`src/rtl/fetch_prefetch_pkg.sv`:
```
// fetch_prefetch_pkg: shared types and constants for the decoupled fetch stage.
//   instr_t / addr_t   : 32-bit instruction word and byte address
//   TRUE / FALSE       : 1-bit logic constants
//   FETCH_INSTR_BYTES  : PC stride between sequential fetches
//   fetch_entry_t      : one queue entry, {instr, pc}
package fetch_prefetch_pkg;

  typedef logic [31:0] instr_t;
  typedef logic [31:0] addr_t;

  localparam logic TRUE  = 1'b1;
  localparam logic FALSE = 1'b0;

  localparam int FETCH_INSTR_BYTES = 4;

  typedef struct packed {
    instr_t instr;
    addr_t  pc;
  } fetch_entry_t;

  // Fetch addresses are always word aligned; low bits of an incoming
  // target are simply dropped.
  function automatic addr_t pc_align(input addr_t a);
    return a & ~addr_t'(FETCH_INSTR_BYTES - 1);
  endfunction

  function automatic addr_t pc_next(input addr_t a);
    return a + addr_t'(FETCH_INSTR_BYTES);
  endfunction

endpackage

```
`src/rtl/fetch_prefetch_if.sv`:
```
// fetch_prefetch_if: instruction-memory and decode-side signals of the fetch stage.
//   imem_rd_en / imem_addr / imem_rdata        : 1-cycle-latency instruction memory
//   instr / instr_pc / instr_valid             : queue head presented to decode
//   cfsm__instr_ready                          : decode accepts the head
//   cfsm__redirect / cfsm__redirect_pc         : flush and restart fetch
// master = fetch stage, slave = memory + decode/control environment.
interface fetch_prefetch_if;
  import fetch_prefetch_pkg::*;

  logic   imem_rd_en;
  addr_t  imem_addr;
  instr_t imem_rdata;

  instr_t instr;
  addr_t  instr_pc;
  logic   instr_valid;

  logic   cfsm__instr_ready;
  logic   cfsm__redirect;
  addr_t  cfsm__redirect_pc;

  modport master (
    output imem_rd_en, imem_addr, instr, instr_pc, instr_valid,
    input  imem_rdata, cfsm__instr_ready, cfsm__redirect, cfsm__redirect_pc
  );

  modport slave (
    input  imem_rd_en, imem_addr, instr, instr_pc, instr_valid,
    output imem_rdata, cfsm__instr_ready, cfsm__redirect, cfsm__redirect_pc
  );

endinterface

```
`src/rtl/fetch_queue.sv`:
```
// fetch_queue: synchronous FIFO with flush and an unregistered head read.
//   clk, reset   : clock, synchronous active-high reset
//   flush        : empties the queue at the edge (push/pop that cycle ignored)
//   push/push_data, pop : enqueue / dequeue strobes
//   head_data    : entry at the read pointer (meaningful when count != 0)
//   count        : occupancy, log2(DEPTH)+1 bits
// Pointers are log2(DEPTH) bits and wrap naturally, so DEPTH must be a power of two.
module fetch_queue #(
  parameter int DEPTH = 4,
  parameter int WIDTH = 64
) (
  input  logic                     clk,
  input  logic                     reset,
  input  logic                     flush,
  input  logic                     push,
  input  logic [WIDTH-1:0]         push_data,
  input  logic                     pop,
  output logic [WIDTH-1:0]         head_data,
  output logic [$clog2(DEPTH):0]   count
);

  localparam int PTR_W = $clog2(DEPTH);
  localparam int CNT_W = PTR_W + 1;

  logic [WIDTH-1:0] mem [DEPTH];
  logic [PTR_W-1:0] wr_ptr, rd_ptr;

  // Storage has no reset; occupancy alone decides what is valid.
  always_ff @(posedge clk) begin
    if (push && !flush && !reset)
      mem[wr_ptr] <= push_data;
  end

  always_ff @(posedge clk) begin
    if (reset || flush) begin
      wr_ptr <= '0;
      rd_ptr <= '0;
      count  <= '0;
    end else begin
      if (push) wr_ptr <= wr_ptr + PTR_W'(1);
      if (pop)  rd_ptr <= rd_ptr + PTR_W'(1);
      count <= count + CNT_W'(push) - CNT_W'(pop);
    end
  end

  assign head_data = mem[rd_ptr];

endmodule

```
`src/rtl/fetch_prefetch.sv`:
```
// fetch_prefetch: decoupled instruction fetch with a DEPTH-entry prefetch queue.
//   clk, reset : clock, synchronous active-high reset
//   bus        : fetch_prefetch_if.master (imem request/response, decode handshake,
//                redirect from the control FSM)
// Owns the fetch PC, issues one sequential read per cycle while credit allows,
// tracks the single in-flight read and pushes its response into fetch_queue.
module fetch_prefetch
  import fetch_prefetch_pkg::*;
#(
  parameter addr_t RESET_PC = 32'h0000_0000,
  parameter int    DEPTH    = 4
) (
  input  logic             clk,
  input  logic             reset,
  fetch_prefetch_if.master bus
);

  localparam int PTR_W = $clog2(DEPTH);
  localparam int CNT_W = PTR_W + 1;
  localparam int OCC_W = PTR_W + 2;

  addr_t          fetch_pc;
  addr_t          inflight_pc;
  logic           inflight;
  logic [CNT_W-1:0] q_count;
  logic [OCC_W-1:0] occ;
  fetch_entry_t   head;
  fetch_entry_t   resp;
  logic           push, pop, issue;

  assign bus.instr_valid = (q_count != '0);

  // A redirect cancels the handshake: the head is flushed, not consumed.
  assign pop  = bus.instr_valid & bus.cfsm__instr_ready & ~bus.cfsm__redirect;
  assign push = inflight & ~bus.cfsm__redirect;

  // Credit: queued + in flight - leaving this cycle must stay below DEPTH,
  // so the response of anything issued now always has a slot. Counting the
  // pop lets issue resume in the very cycle the consumer unstalls.
  assign occ   = OCC_W'(q_count) + OCC_W'(inflight) - OCC_W'(pop);
  assign issue = ~reset & ~bus.cfsm__redirect & (occ < OCC_W'(DEPTH));

  assign bus.imem_rd_en = issue;
  assign bus.imem_addr  = fetch_pc;

  assign resp.instr = bus.imem_rdata;
  assign resp.pc    = inflight_pc;

  fetch_queue #(
    .DEPTH (DEPTH),
    .WIDTH ($bits(fetch_entry_t))
  ) u_queue (
    .clk       (clk),
    .reset     (reset),
    .flush     (bus.cfsm__redirect),
    .push      (push),
    .push_data (resp),
    .pop       (pop),
    .head_data (head),
    .count     (q_count)
  );

  assign bus.instr    = head.instr;
  assign bus.instr_pc = head.pc;

  always_ff @(posedge clk) begin
    if (reset) begin
      fetch_pc    <= RESET_PC;
      inflight    <= FALSE;
      inflight_pc <= RESET_PC;
    end else if (bus.cfsm__redirect) begin
      // Any response arriving this edge belongs to the old stream; dropping
      // inflight here is what squashes it.
      fetch_pc <= pc_align(bus.cfsm__redirect_pc);
      inflight <= FALSE;
    end else begin
      inflight <= issue;
      if (issue) begin
        inflight_pc <= fetch_pc;
        fetch_pc    <= pc_next(fetch_pc);
      end
    end
  end

endmodule

```
`src/flat_wrapper.sv`:
```
// flat-port wrapper written by rule: the top's interface ports become plain ports
module fetch_prefetch_flat import fetch_prefetch_pkg::*;
#(
  parameter addr_t RESET_PC = 32'h0000_0000,
  parameter int    DEPTH    = 4
)
  (clk, reset, bus_imem_rd_en, bus_imem_addr, bus_instr, bus_instr_pc, bus_instr_valid, bus_imem_rdata, bus_cfsm__instr_ready, bus_cfsm__redirect, bus_cfsm__redirect_pc);
  fetch_prefetch_if bus_i ();
  input  logic clk;
  input  logic reset;
  output wire logic [$bits(bus_i.imem_rd_en)-1:0] bus_imem_rd_en;
  output wire logic [$bits(bus_i.imem_addr)-1:0] bus_imem_addr;
  output wire logic [$bits(bus_i.instr)-1:0] bus_instr;
  output wire logic [$bits(bus_i.instr_pc)-1:0] bus_instr_pc;
  output wire logic [$bits(bus_i.instr_valid)-1:0] bus_instr_valid;
  input wire logic [$bits(bus_i.imem_rdata)-1:0] bus_imem_rdata;
  input wire logic [$bits(bus_i.cfsm__instr_ready)-1:0] bus_cfsm__instr_ready;
  input wire logic [$bits(bus_i.cfsm__redirect)-1:0] bus_cfsm__redirect;
  input wire logic [$bits(bus_i.cfsm__redirect_pc)-1:0] bus_cfsm__redirect_pc;
  assign bus_imem_rd_en = bus_i.imem_rd_en;
  assign bus_imem_addr = bus_i.imem_addr;
  assign bus_instr = bus_i.instr;
  assign bus_instr_pc = bus_i.instr_pc;
  assign bus_instr_valid = bus_i.instr_valid;
  assign bus_i.imem_rdata = bus_imem_rdata;
  assign bus_i.cfsm__instr_ready = bus_cfsm__instr_ready;
  assign bus_i.cfsm__redirect = bus_cfsm__redirect;
  assign bus_i.cfsm__redirect_pc = bus_cfsm__redirect_pc;
  fetch_prefetch #(.RESET_PC(RESET_PC), .DEPTH(DEPTH)) u_core (.clk(clk), .reset(reset), .bus(bus_i));
endmodule
```
`config.mk`:
```
export PLATFORM = sky130hd
export DESIGN_NAME = fetch_prefetch_flat
export DESIGN_NICKNAME = d
export VERILOG_FILES = /design/src/rtl/fetch_prefetch_pkg.sv /design/src/rtl/fetch_prefetch_if.sv /design/src/rtl/fetch_queue.sv /design/src/rtl/fetch_prefetch.sv /design/src/flat_wrapper.sv
export SDC_FILE = /design/constraint.sdc
export NUM_CORES = 1
export LEC_CHECK = 0
export CORE_AREA = 5 5 172 157
export CTS_BUF_LIST = sky130_fd_sc_hd__clkbuf_4 sky130_fd_sc_hd__clkbuf_8
export CTS_CLUSTER_DIAMETER = 60
export DETAILED_ROUTE_END_ITERATION = 6
export DIE_AREA = 0 0 177 162
export GPL_ROUTABILITY_DRIVEN = 0
export HOLD_SLACK_MARGIN = 0.08
export PLACE_DENSITY = 0.76
export SYNTH_ARGS = -nofsm -noshare
export SYNTH_HDL_FRONTEND = slang
export SYNTH_SLANG_ARGS = --single-unit
```
`constraint.sdc`:
```
create_clock -name clk -period 4.73 [get_ports clk]
set_input_delay 0.946 -clock clk [delete_from_list [all_inputs] [get_ports clk]]
set_output_delay 0.946 -clock clk [all_outputs]
set_load 0.05 [all_outputs]
```
### Yosys cells after proc, flatten, opt, wreduce, memory -nomap -nowiden

Memory sizes are Yosys's and may differ from the RTL's. A register that Yosys moved wholly into a read port is not among the register bits.
Cells that the tools add are included.

| word-level totals | value |
|---|---|
| output and inout port bits | 98 |
| register bits after elaboration | 72 |
| logic and storage cells | 38 |
| input port bits | 68 |
| bits in writable memories | 256 |
| bits in latches | 0 |
| memories kept | 1 |
| bits in read-only memories | 0 |

Memories:

| memory | depth | width | read ports | clocked after Yosys merged registers in | wr ports | line | RTL |
|---|---|---|---|---|---|---|---|
| u_core.u_queue.mem | 4 | 64 | 1 | 1 | 1 | fetch_queue.sv:25 | `logic [WIDTH-1:0] mem [DEPTH];` |

| operators by class | value |
|---|---|
| multiplexer cells | 6 |
| $lt $le $gt $ge | 1 |
| reduce and logical (&&, ||, !) cells | 9 |
| eq/ne operators | 0 |
| add/sub/neg operators | 7 |
| multiply operators | 0 |
| shifts and indexed selects | 0 |
| bitwise operators | 7 |
| div/mod/pow operators | 0 |

Operators with widths:

| kind | number |
|---|---|
| $mux 32 | 2 |
| $add 32x3->32 const B | 1 |
| $and 1x1->1 | 5 |
| $add 2x1->2 const B | 2 |
| $add 3x1->4 | 1 |
| $lt 4x3->1 const B | 1 |
| $mux 2 | 2 |
| $sub 4x1->4 | 1 |
| $add 3x1->3 | 1 |
| $reduce_bool 3->1 | 1 |
| $sub 3x1->3 | 1 |
| $logic_and 1x1->1 | 2 |
| $logic_not 1->1 | 2 |
| $mux 1 | 2 |
| $not 1->1 | 2 |
| $reduce_and 2->1 | 1 |
| $reduce_bool 2->1 | 1 |
| $reduce_or 2->1 | 1 |
| $logic_or 1x1->1 | 1 |

### Logic depth before layout (Yosys ltp)

| logic depth | value |
|---|---|
| depth after elaboration | 8 |
| depth in mapped cells | 13 |
| mapped depth without buffers | 11 |

### By module

From an unflattened synthesis, not the netlist that was laid out.

| second synthesis, totals | value |
|---|---|
| cell total of the unflattened synthesis | 746 |
| area, all modules | 12772.2 µm² |

Modules (own cells, without submodules):

| module | instances | seq. area each (µm²) | area each (µm²) | cells each |
|---|---|---|---|---|
| fetch_queue | 1 | 7867.5 | 9751.9 | 377 |
| fetch_prefetch | 1 | 1221.2 | 3020.4 | 369 |

### Least setup slack after synthesis

No wires, ideal clock.

| path | value |
|---|---|
| path kind | reg2out |
| from | register u_core.u_queue.count[1] |
| to | output bus_imem_rd_en |
| path buffers | 2 |
| stages on the path, launching flop included | 12 |
| data required time | 3.784 ns |
| arrival time | 3.148 ns |
| path slack | 0.636 ns |
| cell sequence | dfxtp_1 > or3_1 > and3_1 > ha_1 > inv_1 > ha_1 > and3b_1 > or4_4 > and2_1 > buf_2 > clkinv_1 > buf_2 |

| between the ends | value |
|---|---|
| word-level cells in the longest chain between the ends | 6 |
| elaborated cells between the ends (all ways) | 7 |
| those cells by class | add/sub: 2; order compare: 1; bitwise: 3; reduce/logical: 1 |

RTL lines:

| element | line | RTL |
|---|---|---|
| from (decl) | fetch_queue.sv:19 | `output logic [$clog2(DEPTH):0] count` |
| from (signal assigned) | fetch_queue.sv:42 | `count <= count + CNT_W'(push) - CNT_W'(pop);` |
| $reduce_bool 3->1 | fetch_prefetch.sv:31 | `assign bus.instr_valid = (q_count != '0);` |
| via bus_instr_valid | flat_wrapper.sv:15 | `output wire logic [$bits(bus_i.instr_valid)-1:0] bus_instr_valid;` |
| $and 1x1->1 (2 in a row) | fetch_prefetch.sv:34 | `assign pop = bus.instr_valid & bus.cfsm__instr_ready & ~bus.cfsm__redirect;` |
| via u_core.pop | fetch_prefetch.sv:29 | `logic push, pop, issue;` |
| $sub 4x1->4 | fetch_prefetch.sv:40 | `assign occ = OCC_W'(q_count) + OCC_W'(inflight) - OCC_W'(pop);` |
| $lt 4x3->1 | fetch_prefetch.sv:41 | `assign issue = ~reset & ~bus.cfsm__redirect & (occ < OCC_W'(DEPTH));` |
| $and 1x1->1 | fetch_prefetch.sv:41 |  |
| to (decl) | flat_wrapper.sv:11 | `output wire logic [$bits(bus_i.imem_rd_en)-1:0] bus_imem_rd_en;` |

The timed path passes the listed nets, and every way through them passes these cells.

### Worst setup path after layout

| path | value |
|---|---|
| from | input bus_cfsm__redirect |
| to | output bus_imem_rd_en |

| between the ends | value |
|---|---|
| word-level cells in the longest chain between the ends | 5 |
| elaborated cells between the ends (all ways) | 6 |
| those cells by class | add/sub: 1; order compare: 1; bitwise: 4 |

RTL lines:

| element | line | RTL |
|---|---|---|
| from (decl) | flat_wrapper.sv:18 | `input wire logic [$bits(bus_i.cfsm__redirect)-1:0] bus_cfsm__redirect;` |
| $not 1->1 | fetch_prefetch.sv:34 |  |
| $and 1x1->1 | fetch_prefetch.sv:34 |  |
| via u_core.pop | fetch_prefetch.sv:29 |  |
| $sub 4x1->4 | fetch_prefetch.sv:40 |  |
| $lt 4x3->1 | fetch_prefetch.sv:41 |  |
| $and 1x1->1 | fetch_prefetch.sv:41 |  |

The timed path passes the listed nets, and every way through them passes these cells.

==> results.toml <==
[flow_run]
drv_cap = 0

[synthesis]
synth-main-ff-cell = "edfxtp_1"
synth_mux_area_share_pct = 11.4
ys_async_sr_fraction_pct = 0
yosysSeqAreaShare_pct = 71.8
ys_warn_count = 0
synth_edf_count = 248
synth-simple-area-share_pct = 5.76
synth_cell_types = 48
syn_inst = 736
synth_top_family_by_area = "multiplexers"
synth_area_sq_um = 12300
syn_avg_cell_area_sq_um = 16.8
synth_xor_area_share_pct = 1.78
synth_fa_ha_area_share_pct = 1.18
synth_compound_area_share_pct = 5.92
ys_ff_latch = 318

[worst_setup_path]
start_kind = "input port"
worstRegToRegCells = 11
path_max_fanout = 4
cp.required_ns = 3.78
cp.arrival_ns = 3.37
critPathCaptureType = "primary output"
path_class = "input port to primary output"

[routing]
viasPerCell = 5.39
vias = 6973
postRouteAntennaNets = 0
drcViolationCount = 0
drtIter0Drc = 444
first_pass_iters = 5
wl_um = 25600
wire_per_inst_um = 19.8

[grt]
antenna_found_initial = 0
grt_pass1_wl_um = 40800
grt_usage_pct = 18.0
grt_pass1_vias = 7418
grt_remaining_overflow = 0
grt_max_degree = 63

[sta]
rsz0062_at_grt = "false"
skew_ns = 0.0226
hold_slack_ns = 0.493
slew_violations = 0
slew_headroom_pct = 34.1
min_period_over_period_pct = 91.2
setup_viol = 0
fin_crit_ns = 4.31
fmaxAchievable_ghz = 0.232
tns_ns = 0
hold_viol = 0
worst_pin_slew_ns = 0.989

[clock_tree]
numCtsBuffers = 49
cts_setup_buffers = 0
cts_tree = "yes"
cts-root-buf = "clkbuf_8"
cts_max_path_buffers = 3
clk_pin_slew_ns = 0.06
post_cts_resized = 0
h-tree-depth = 2
cts_hold_buf = 0
numClockSinks = 318
clkLatencyLatePin_ns = 0.55

[layout]
drive_gt1_share_pct = 18.0
n_fill_cell = 1871
nNetsFinal = 990
antenna_cells = 0
area_growth_pct = 23.7
finalNonFillerCells = 1294
multi_input_area_sq_um = 3250
seq_area_sq_um = 8860

[die]
die_w_um = 177
start_util_pct = 49.5
die_area_sq_um = 28700
num_io_pins = 166
core_area_sq_um = 24900
die_y_um = 162
fp-row-count = 55

[placement]
port_buffers = 159
dp_cells = 1202
dpl.hpwl_um = 15200

[run_status]
status = "finished clean"

[pwr]
power_density_nw_per_um2 = 374
ir_drop_v = 0.000140
p_leak_nw = 4.91

[worst_hold_path]
hp-class = "flop to flop"
hold_depth = 2
Yosys cell counts (all sizes together), types with 12 or more instances:
cell type,n,share of area [%]
a2111oi,12,1.4
a211oi,23,1.4
a21oi,40,1.6
buf,20,0.85
clkbuf,27,0.82
dfxtp,70,11
edfxtp,248,60
inv,15,0.46
mux4,62,11
nand2,79,2.4
nor2,31,0.94
xnor2,23,1.6
layout by cell type (no fill, tap or decap), types with 2 or more instances in the layout:
cell type        count
inv_1               15
and3_4               4
and2_1               5
o311ai_0             2
nor2_1              31
buf_4                9
mux4_2              62
a2111oi_2           11
nand3_1              7
a22oi_1              2
xnor2_1             23
o21ai_0              5
clkbuf_8            55
a211oi_1            22
xor2_1               2
or3_1                5
nand2_1             79
nand4_1              8
a311oi_1             2
ha_1                10
clkbuf_4            16
a21oi_1             40
dfxtp_4              2
a221oi_1             3
conb_1               4
dfxtp_1             68
and3_1               6
edfxtp_1           248
clkdlybuf4s50_1    157
clkinv_2             5
clkinv_1            15
and4_1               4
o211ai_1             4
registers in the layout, summed over array words and instances (netlist names), named ones only:
name,count
u_core.inflight,1
u_core.bus.imem_addr,30
u_core.u_queue.rd_ptr,2
u_core.u_queue.wr_ptr,2
u_core.u_queue.count,3
u_core.inflight_pc,30
u_core.u_queue.mem,248
metrics by stage:
| stage | setup WS [ns] | cell area (sq um) | total power [mW] | utilization (%) |
|---|---|---|---|---|
| global route | 0.298 | 15200 | 5.92 | 61.2 |
| floorplan | 0.636 | 12300 | 3.34 | - |
| CTS | 0.405 | 15200 | 5.77 | 61.2 |
| detailed placement | 0.404 | 14300 | 3.50 | 57.2 |
| finish | 0.417 | 15200 | 5.70 | 61.2 |
| global placement | 0.439 | 14300 | 3.49 | 57.2 |
report_power, final:
part / switching, mW / total, mW / internal [mW]
clock: 1.01 / 2.26 / 1.25
combinational: 0.215 / 0.352 / 0.137
sequential: 0.0491 / 3.09 / 3.04
metal layers:
metal	share of wire, %	global-route usage (%)
met3	7.0	4.07
met4	1.5	4.61
met1	44	25.4
met2	47	29.0
met5	0	0
path summary, 6_finish.rpt:
kind / slack (ns) / end / startpoint
hold reg to reg: 0.49 / u_core.inflight_pc[3] / u_core.inflight_pc[3]
setup / recovery: 0.42 / bus_imem_rd_en / bus_cfsm__redirect
setup reg to reg: 1.23 / u_core.bus.imem_addr[11] / u_core.u_queue.count[1]
hold / removal: 0.49 / u_core.inflight_pc[3] / u_core.inflight_pc[3]
cells by family (layout without fill, tap and decap cells):
| logic type | count (synthesis) | in the layout |
|---|---|---|
| mux | 63 | 63 |
| compound gates | 99 | 99 |
| fa+ha+maj | 11 | 11 |
| flops | 318 | 318 |
| other cells | 1 | 4 |
| buf+inv | 63 | 276 |
| simple gates | 156 | 156 |
| xor+xnor | 25 | 25 |
area by class of cell:
class                   instances  area share, %
flip-flops and latches        318           58.1
multi-input cells             358           21.3
repair buffers                168           10.9
clock buffers                  71           5.75
well taps                     342           2.81
clock inverters                21          0.755
inverters                      16          0.394
critical path: stages:
cell and delay (ns):
clkdlybuf4s50_1 0.41, inv_1 0.08, and3_1 0.29, ha_1 0.19, inv_1 0.04, ha_1 0.26, and3b_1 0.20, or4_4 0.51
and2_1 0.18, clkinv_1 0.06, buf_4 0.19
(Power assumes the default switching activity.)
==> RTL edit 1, RTL diff (same settings) <==
Reset style: asynchronous (`reset`), changed in one clocked block. Comments in the files are not updated.
--- a/src/rtl/fetch_prefetch.sv
+++ b/src/rtl/fetch_prefetch.sv
@@ -63,7 +63,7 @@
   assign bus.instr    = head.instr;
   assign bus.instr_pc = head.pc;
 
-  always_ff @(posedge clk) begin
+  always_ff @(posedge clk or posedge reset) begin
     if (reset) begin
       fetch_pc    <= RESET_PC;
       inflight    <= FALSE;
Function: changed (a bounded check fails within 4 cycles, from zero or initial values and one cycle with reset high; the reset may be asserted at any time).
==> RTL edit 1 against the original RTL <==
Routed wire length decreased by 1.4%. Critical path type unchanged. Power increased by 7.5%. Setup slack improved by 0.16 ns. Cell area increased by 2.1%. Sequential power increased by 7.4%. Area after synthesis is 1.9% higher. Sequential cell count unchanged. Combinational power grew 56%.
==> RTL edit 1: results <==
group,metric,value,unit
yosys,synth_cell_types,51,
timing,finalCriticalPeriod,4.15,ns
power_and_ir_drop,vdd_drop_max,250,µV
timing,finalClockSkew,0.0182,ns
route,vias_per_cell,5.45,
worst_hold_path,holdPathStages,0,
timing,maxSlewHeadroom,0.332,
worst_setup_path,reg2reg_depth,12,
placement,hpwl,15.7,mm
finish,layout-drive-gt1-share,0.235,
placement,pre_cts_slack,0.598,ns
finish,fin_nets,939,
yosys,ys_seq_area_frac,0.729,
power_and_ir_drop,p_clk_frac,0.370,
route,routed_wl,25.3,mm
global_route,grt_usage,0.180,
yosys,synth_top_cells_by_area,"edfxtp_1 59%, dfrtp_1 12%, mux4_2 11%",
timing,hold_ws,0.519,ns
worst_setup_path,cp_max_fo,2,
yosys,synth_compound_area_frac,0.0289,
run_status,outcome,"finished clean",
worst_hold_path,holdPathEnd,"u_core.u_queue.mem[0][30]$_DFFE_PP_",
placement,dp.cells,1149,
power_and_ir_drop,p_total,6.13,mW
yosys,yosys.area_share.xor_xnor,0.0132,
worst_setup_path,cp.arrival,3.20,ns
==> RTL edit 1: critical path, stage by stage <==
cell and delay, ns:
clkdlybuf4s50_1 0.48, nand2_1 0.08, nor2_1 0.21, ha_1 0.19, inv_1 0.04, ha_1 0.27
and3b_1 0.18, or4_1 0.53, nand2_1 0.14, buf_12 0.15
==> RTL edit 1: cell type report <==
| class | instances | area, µm² | area share |
|---|---|---|---|
| clock buffer | 69 | 868 | 0.0558 |
| sequential | 318 | 9160 | 0.589 |
| inverter | 20 | 75.1 | 0.00482 |
| tap | 342 | 428 | 0.0275 |
| multi-input combinational | 297 | 3180 | 0.204 |
| timing repair buffer | 172 | 1710 | 0.110 |
| clock inverter | 25 | 139 | 0.00892 |
==> RTL edit 1: per-layer routing <==
metal / global-route usage / routed length [µm]
met1: 0.260 / 11000
met2: 0.280 / 11800
met3: 0.0461 / 2010
met4: 0.0454 / 425
met5: 0 / 0
==> RTL edit 2, RTL diff (same flow settings) <==
Made on the original files. `DEPTH` is set to 4 in 3 places; all go to 2.
--- a/src/rtl/fetch_queue.sv
+++ b/src/rtl/fetch_queue.sv
@@ -6,7 +6,7 @@
 //   count        : occupancy, log2(DEPTH)+1 bits
 // Pointers are log2(DEPTH) bits and wrap naturally, so DEPTH must be a power of two.
 module fetch_queue #(
-  parameter int DEPTH = 4,
+  parameter int DEPTH = 2,
   parameter int WIDTH = 64
 ) (
   input  logic                     clk,
--- a/src/rtl/fetch_prefetch.sv
+++ b/src/rtl/fetch_prefetch.sv
@@ -8,7 +8,7 @@
   import fetch_prefetch_pkg::*;
 #(
   parameter addr_t RESET_PC = 32'h0000_0000,
-  parameter int    DEPTH    = 4
+  parameter int    DEPTH    = 2
 ) (
   input  logic             clk,
   input  logic             reset,
--- a/src/flat_wrapper.sv
+++ b/src/flat_wrapper.sv
@@ -2,7 +2,7 @@
 module fetch_prefetch_flat import fetch_prefetch_pkg::*;
 #(
   parameter addr_t RESET_PC = 32'h0000_0000,
-  parameter int    DEPTH    = 4
+  parameter int    DEPTH    = 2
 )
   (clk, reset, bus_imem_rd_en, bus_imem_addr, bus_instr, bus_instr_pc, bus_instr_valid, bus_imem_rdata, bus_cfsm__instr_ready, bus_cfsm__redirect, bus_cfsm__redirect_pc);
   fetch_prefetch_if bus_i ();
Behaviour: not the same (Yosys sat finds a counterexample within 4 cycles, from zero or initial values and one cycle with reset high).
==> RTL edit 2 against the original RTL <==
Setup slack improved by 0.39 ns. Sequential cell count decreased by 128. Via count decreased by 27%. Cell area fell by 34%. Largest cell class unchanged. Non-clock buffer count rose by 2. Highest routed layer is now met5. Power decreased by 41%. Critical path type unchanged. Routed wire length down 25%. Area after synthesis fell by 38%. Utilization shrank 21 points.
==> RTL edit 2: results <==
group,metric,value,unit
run_status,outcome,"finished clean",
placement,dpl-instance-area,0.00954,mm²
global_route,gr-usage-met2,0.216,
yosys,syn_area_per_cell,13.0,µm²
finish,fill_cells,2422,
global_route,grt_pass1_wl,29.0,mm
global_route,grt_use_met3,0.0461,
cts,clk-insertion-delay-late,0.45,ns
power_and_ir_drop,vdd_drop_max,170,µV
finish,multi_input_cells,357,
finish,final-nonclk-buf-share,0.169,
worst_setup_path,cp.arrival,2.98,ns
yosys,ys_seq_area_frac,0.662,
yosys,synth_cell_types,50,
global_route,grt_max_degree,58,
route,drt-initial-drc-count,285,
timing,worstMarginPinSlew,0.739,ns
cts,clk_path_buf_depth,2,
finish,clockBufferCount,18,
yosys,synthTopCellsByCount,"124 x edfxtp_1, 94 x nand2_1, 66 x dfxtp_1",
finish,fin_nets,810,
power_and_ir_drop,p_leak,3.25,nW
finish,regArea,0.00505,mm²
power_and_ir_drop,p_int,2.53,mW
route,vias_per_cell,4.64,
finish,clk_share,0.0453,
route,num_vias,5074,
cts,cts.reportedPaths.clkPinSlew,0.09,ns
global_route,use_met1,0.166,
global_route,grt_usage,0.131,
finish,layout-drive-gt1-share,0.172,
placement,pre_cts_slack,0.753,ns
power_and_ir_drop,powerDensity,337,mW/mm²
cts,cts_buffers,17,
worst_setup_path,critical-path-top-delay-family,"buffers and inverters",
timing,finalClockSkew,0.0124,ns
worst_setup_path,cp_max_fo,23,
yosys,ys_ff_latch,190,
finish,n_all_buffers,170,
route,routed_wl,19.1,mm
finish,largest_reg_flops,124,
yosys,synth_top_cells_by_area,"edfxtp_1 49%, dfxtp_1 17%, mux2_2 9.3%",
worst_setup_path,slowest_stage,"fa_1",
placement,hpwl,13.2,mm
worst_setup_path,critical_path.max_stage_delay,0.74,ns
cts,htreeDepth,4,
-- RTL edit 2: cell count changes in the layout (fill, tap and decap cells not counted), sizes merged, moves of 14 or more --
cell and delta:
edfxtp -124, mux4 -62, a211oi -17, clkbuf -53, nand2 +16, mux2 +65
clkinv -14
-- RTL edit 2: metal layers --
metal	routed length [µm]	share of wire
met1	8200	0.43
met2	9150	0.48
met3	1530	0.080
met4	194	0.010
met5	13	0.00068
-- RTL edit 2: cells by family (layout without fill, tap and decap cells) --
logic type / after synthesis / count (layout) / synth area share
xor gates and xnor gates: 25 / 25 / 0.0297
and+or+nand+nor: 183 / 183 / 0.117
muxes: 65 / 65 / 0.0966
DFF: 190 / 190 / 0.662
other: 1 / 4 / 0.000492
buffers and inverters: 40 / 205 / 0.0304
adders and majority gates: 3 / 3 / 0.00591
AOI/OAI and AO/OA: 77 / 77 / 0.0578
-- RTL edit 2: power by group through the flow --
stage	registers, mW	clock network (mW)	logic, mW
finish	1.84	1.18	0.350
global route	1.85	1.29	0.371
CTS	1.84	1.22	0.353
detailed placement	1.88	0	0.352
global placement	1.88	0	0.348
floorplan	1.93	0	0.152
-- RTL edit 2: path summary, 6_finish.rpt --
check / slack (ns) / start / end / depth (start not counted)
max: 0.81 / bus_cfsm__redirect / bus_imem_rd_en / 7
min: 0.46 / u_core.inflight_pc[22]$_SDFFE_PP0P_ / u_core.u_queue.mem[1][22]$_DFFE_PP_ / 0
max reg2reg: 1.56 / u_core.u_queue.count[1]$_SDFF_PP0_ / u_core.bus.imem_addr[31]$_SDFFE_PP0P_ / 10
min reg2reg: 0.46 / u_core.inflight_pc[22]$_SDFFE_PP0P_ / u_core.u_queue.mem[1][22]$_DFFE_PP_ / 0
